<file path="src/rtl/debounce_multi.sv">
// Multi-channel button debouncer: 2-flop synchroniser, per-channel stability counter, press/release pulses.
// Optional long-press detection is compiled in with macro DEBOUNCE_LONGPRESS_EN (adds parameter LONG_CYCLES).
module debounce_multi #(
  parameter int N_CH        = 4,
  parameter int CNT_W       = 20,
  parameter int DB_CYCLES   = 500000,
  parameter int ACTIVE_LOW  = 0
`ifdef DEBOUNCE_LONGPRESS_EN
  ,
  parameter int LONG_CYCLES = 1500000
`endif
) (
  input  logic            clk,
  input  logic            reset,
  input  logic [N_CH-1:0] button_in,
  output logic [N_CH-1:0] db_out,
  output logic [N_CH-1:0] press_pulse,
  output logic [N_CH-1:0] release_pulse,
  output logic [N_CH-1:0] long_pulse
);

  localparam logic [CNT_W-1:0] DB_LAST = CNT_W'(DB_CYCLES - 1);

  logic [N_CH-1:0] w_in;
  logic [N_CH-1:0] r_sync1;
  logic [N_CH-1:0] r_sync2;

  assign w_in = (ACTIVE_LOW != 0) ? ~button_in : button_in;

  always_ff @(posedge clk or posedge reset) begin
    if (reset) begin
      r_sync1 <= '0;
      r_sync2 <= '0;
    end else begin
      r_sync1 <= w_in;
      r_sync2 <= r_sync1;
    end
  end

  for (genvar g = 0; g < N_CH; g++) begin : g_ch
    logic [CNT_W-1:0] r_cnt;
    logic             r_db;
    logic             r_press;
    logic             r_rel;
    logic             w_diff;
    logic             w_accept;

    assign w_diff   = r_sync2[g] ^ r_db;
    assign w_accept = w_diff && (r_cnt == DB_LAST);

    // Acceptance clears the counter on the same edge, so it never wraps.
    always_ff @(posedge clk or posedge reset) begin
      if (reset) begin
        r_cnt   <= '0;
        r_db    <= 1'b0;
        r_press <= 1'b0;
        r_rel   <= 1'b0;
      end else begin
        r_press <= w_accept && r_sync2[g];
        r_rel   <= w_accept && !r_sync2[g];
        if (!w_diff || w_accept) begin
          r_cnt <= '0;
        end else begin
          r_cnt <= r_cnt + CNT_W'(1);
        end
        if (w_accept) begin
          r_db <= r_sync2[g];
        end
      end
    end

    assign db_out[g]        = r_db;
    assign press_pulse[g]   = r_press;
    assign release_pulse[g] = r_rel;

`ifdef DEBOUNCE_LONGPRESS_EN
    localparam int              LONG_W    = $clog2(LONG_CYCLES + 1);
    localparam logic [LONG_W-1:0] LONG_MAX  = LONG_W'(LONG_CYCLES);
    localparam logic [LONG_W-1:0] LONG_LAST = LONG_W'(LONG_CYCLES - 1);

    logic [LONG_W-1:0] r_lcnt;
    logic              r_long;

    // High-time counter parks at LONG_CYCLES, giving one pulse per press.
    always_ff @(posedge clk or posedge reset) begin
      if (reset) begin
        r_lcnt <= '0;
        r_long <= 1'b0;
      end else begin
        r_long <= 1'b0;
        if (!r_db) begin
          r_lcnt <= '0;
        end else if (r_lcnt != LONG_MAX) begin
          r_lcnt <= r_lcnt + LONG_W'(1);
          r_long <= (r_lcnt == LONG_LAST);
        end
      end
    end

    assign long_pulse[g] = r_long;
`else
    assign long_pulse[g] = 1'b0;
`endif
  end

endmodule

</file>
<file path="config.mk">
export PLATFORM = sky130hd
export DESIGN_NAME = debounce_multi
export DESIGN_NICKNAME = d
export VERILOG_FILES = /design/src/rtl/debounce_multi.sv
export SDC_FILE = /design/constraint.sdc
export NUM_CORES = 1
export LEC_CHECK = 0
export ABC_AREA = 1
export BUFFER_PORTS_ARGS = -buffer_cell sky130_fd_sc_hd__buf_2
export CAP_MARGIN = 0
export CORE_ASPECT_RATIO = 1.1
export CORE_MARGIN = 2
export CORE_UTILIZATION = 56
export DETAILED_ROUTE_END_ITERATION = 10
export HOLD_SLACK_MARGIN = 0.02
export PLACE_DENSITY = 0.79
export SETUP_SLACK_MARGIN = 0.3
export SLEW_MARGIN = 10
export SYNTH_ARGS = -nofsm -noshare
export SYNTH_HDL_FRONTEND = slang
export SYNTH_SLANG_ARGS = --single-unit
</file>
<file path="constraint.sdc">
create_clock -name clk -period 3.4 [get_ports clk]
set_clock_uncertainty 0.1 [all_clocks]
set_input_delay 0.51 -clock clk [delete_from_list [all_inputs] [get_ports clk]]
set_output_delay 0.51 -clock clk [all_outputs]
set_load 0.03 [all_outputs]
</file>
==> flow_metrics.env <==
export IMPL_outcome="finished, final reports clean"
export IMPL_finalHoldViolCount=0
export IMPL_cts_sinks=100
export IMPL_dp_hpwl_mm=7.62
export IMPL_seq_area_sq_um=2500
export IMPL_core_rowCount=37
export IMPL_gp_routability_congestion=0.899
export IMPL_regToRegSetupSlack_ns=1.42
export IMPL_start_util_pct=57.8
export IMPL_ir_drop_v=0.000198
export IMPL_rsz0062_at_grt="false"
export IMPL_clk_root_buffer_cell="clkbuf_8"
export IMPL_seqPwrFrac_pct=59.6
export IMPL_detail_route_antenna_nets=0
export IMPL_pre_cts_ws_ns=1.41
export IMPL_diodes=0
export IMPL_hold_path_class="input pin to register"
export IMPL_ctsHoldBuffers=0
export IMPL_swShare_pct=24.7
export IMPL_cap_violations=0
export IMPL_post_drt_via_cell_ratio=5.15
export IMPL_synthTopCellsByArea="dfrtp_1, nor2_1, nand2_1"
export IMPL_worst_slew_pin_slew_ns=0.666
export IMPL_ys_ff_latch=100
export IMPL_port_buffers=17
export IMPL_grt_util_all_layers_pct=20.9
export IMPL_synthXorXnorAreaFrac_pct=6.78
export IMPL_synth_top_area_share_pct=46.1
export IMPL_final_nets=740
export IMPL_cp_slowest_stage_delay_ns=0.52
export IMPL_slowest_stage="nand2_1"
export IMPL_fin_area_sq_um=5750
export IMPL_dr_pass1_iters=5
export IMPL_p_per_area_nw_per_um2=356
export IMPL_netlist_instances=717
export IMPL_routed_wirelength_mm=10.4
export IMPL_combPwrFrac_pct=4.2
export IMPL_num_fill_cells=817
export IMPL_wl_per_cell_um=12.2
export IMPL_cts_tree="done"
export IMPL_worstSetupPathType="register to register"
export IMPL_placed_cell_area_sq_um=5530
export IMPL_layout_drive_gt1_share_pct=9.25
export IMPL_syn_area_sq_um=5430
export IMPL_r2r_start="g_ch[3].r_cnt[0]"
export IMPL_synth_area_leader_cell="dfrtp_1"
export IMPL_crit_required_ns=3.53
export IMPL_final_max_slew_viol_count=0
export IMPL_synth_adder_area_share_pct=0.922
export IMPL_grt_max_degree=53
export IMPL_maxSlewHeadroom_pct=55.5
export IMPL_grt_pass1_wl_mm=18.2
export IMPL_cp_arrival_ns=2.10
export IMPL_die_y_um=107
export IMPL_min_from="button_in[2]"
export IMPL_setup_viol_count_final=0
export IMPL_synth_avg_cell_area_sq_um=7.57
export IMPL_clkTransAtPathRegs_ns=0.10
export IMPL_cts_htree_levels=3
export IMPL_synthMuxAreaShare_pct=0
export IMPL_finalNonFillerCells=852
export IMPL_drc=0
export IMPL_crit_fanout=20
export IMPL_postCtsSetupBuffers=0
export IMPL_synth_seq_area_share_pct=46.1
export IMPL_die_area_sq_um=10500
export IMPL_io_pins=22
export IMPL_core_area_sq_um=9400
export IMPL_synth_simple_gate_area_share_pct=35.6
export IMPL_finalHoldWorstSlack_ns=0.146
export IMPL_intPower_mw=1.54
export IMPL_insertion_delay_ns=0.37
export IMPL_power_switching_mw=0.505
export IMPL_grt_overflow=0
export IMPL_startpoint_type="register"
export IMPL_p_leak_nw=2.55
export IMPL_worstSetupStartpoint="g_ch[3].r_cnt[0]"
export IMPL_fin_crit_ns=1.98
export IMPL_antenna_found_initial=0
export IMPL_postCtsResizedCells=0
export IMPL_clkPwrFrac_pct=36.3
export IMPL_yosys_warnings=0
export IMPL_num_vias=4391
export IMPL_ys_types=26
export IMPL_end_kind="register"
export IMPL_synthToLayoutAreaGrowth_pct=5.90
export IMPL_drt_iter0_drc=179
export IMPL_grt_pass1_vias=4289
export IMPL_clockBufferDepth=2
export IMPL_p_total_mw=2.05
export IMPL_post_route_period_util_pct=58.1
export IMPL_dp_cells=834
export IMPL_fmax_mhz=506
export IMPL_path_cells="ha_1 -> nand3_1 -> nor3_1 -> nand3_1 -> nand2_1 -> nor2_1"
export IMPL_setup_ws_ns=1.42
export IMPL_synth_compound_area_share_pct=1.61
export IMPL_crit_path_frequent_cell="nand3_1"
export IMPL_cp_num_buf_inv=0
export IMPL_die_w_um=97.9
export IMPL_synth_top_family_by_area="simple AND/OR/NAND/NOR gates"
export IMPL_multi_input_area_sq_um=2450
export IMPL_fin_tns_setup_ns=0
export IMPL_path_delay_family="simple AND/OR/NAND/NOR gates"
export IMPL_final_util_pct=61.2
export IMPL_cts_buffers=9
## power groups by stage
stage                     clock, mW  combinational [mW]  sequential, mW
after detailed placement          0              0.0839            1.24
after floorplan                   0              0.0706            1.24
final                         0.743              0.0850            1.22
after global routing          0.792              0.0984            1.22
after global placement            0              0.0804            1.24
after CTS                     0.752              0.0841            1.22
## layout make-up
class	instances	area share, %
clock inverter	5	0.718
clock buffer	11	2.63
tap	117	2.55
sequential	100	43.5
multi-input combinational	516	42.7
timing repair buffer	21	2.48
inverter	82	5.42
## flip-flops by register name, summed over array words and instances (netlist names)
register      count
g_ch.r_cnt       80
g_ch.r_db         4
g_ch.r_press      4
g_ch.r_rel        4
r_sync1           4
r_sync2           4
## layout by cell type, fill, tap and decap left out, types with 8 or more instances in the layout
| master | instances |
|---|---|
| nor2_1 | 169 |
| nand2_1 | 167 |
| dfrtp_1 | 100 |
| inv_1 | 80 |
| nand3_1 | 57 |
| xor2_1 | 34 |
| nor2_2 | 20 |
| nand4_1 | 18 |
| buf_2 | 17 |
| clkbuf_8 | 11 |
| o21ai_0 | 9 |
| xnor2_1 | 8 |
| nor3_1 | 8 |
## Yosys cell counts, drive strengths merged
cell,instances
o21bai,3
conb,1
and2,1
xnor2,8
xor2,34
a21oi,4
ha,4
nand3,60
nand4,18
nor3,8
nand2,172
dfrtp,100
nor2,191
o21ai,9
inv,82
buf,22
## logic make-up (layout without fill, tap and decap cells)
| kind of cell | after synthesis | after routing |
|---|---|---|
| flip-flops | 100 | 100 |
| XOR/XNOR | 42 | 42 |
| AO/OA/AOI/OAI | 16 | 16 |
| buffers and inverters | 104 | 119 |
| AND/OR/NAND/NOR | 450 | 450 |
| adder cells (fa/ha/maj) | 4 | 4 |
| other | 1 | 4 |
## layer usage
| layer | wire (um) | vias to the layer above | GRT usage (%) | share of wire [%] |
|---|---|---|---|---|
| met3 | 307 | 21 | 2.66 | 3.0 |
| met4 | 217 | 0 | 9.03 | 2.1 |
| met5 | 0 | - | 0 | 0 |
| met1 | 4770 | 2063 | 26.0 | 46 |
| li1 | - | 2219 | - | - |
| met2 | 5110 | 88 | 36.6 | 49 |
## path summary, 6_finish.rpt
check / endpoint / cells after the start
setup / recovery: g_ch[3].r_cnt[19] / 6
hold / removal: r_sync1[2] / 1
setup reg to reg: g_ch[3].r_cnt[19] / 6
hold reg to reg: r_sync2[3] / 0
max in group asynchronous: r_sync2[0] / 5
min in group asynchronous: g_ch[2].r_cnt[6] / 3
Power figures use the tool's default switching activity.
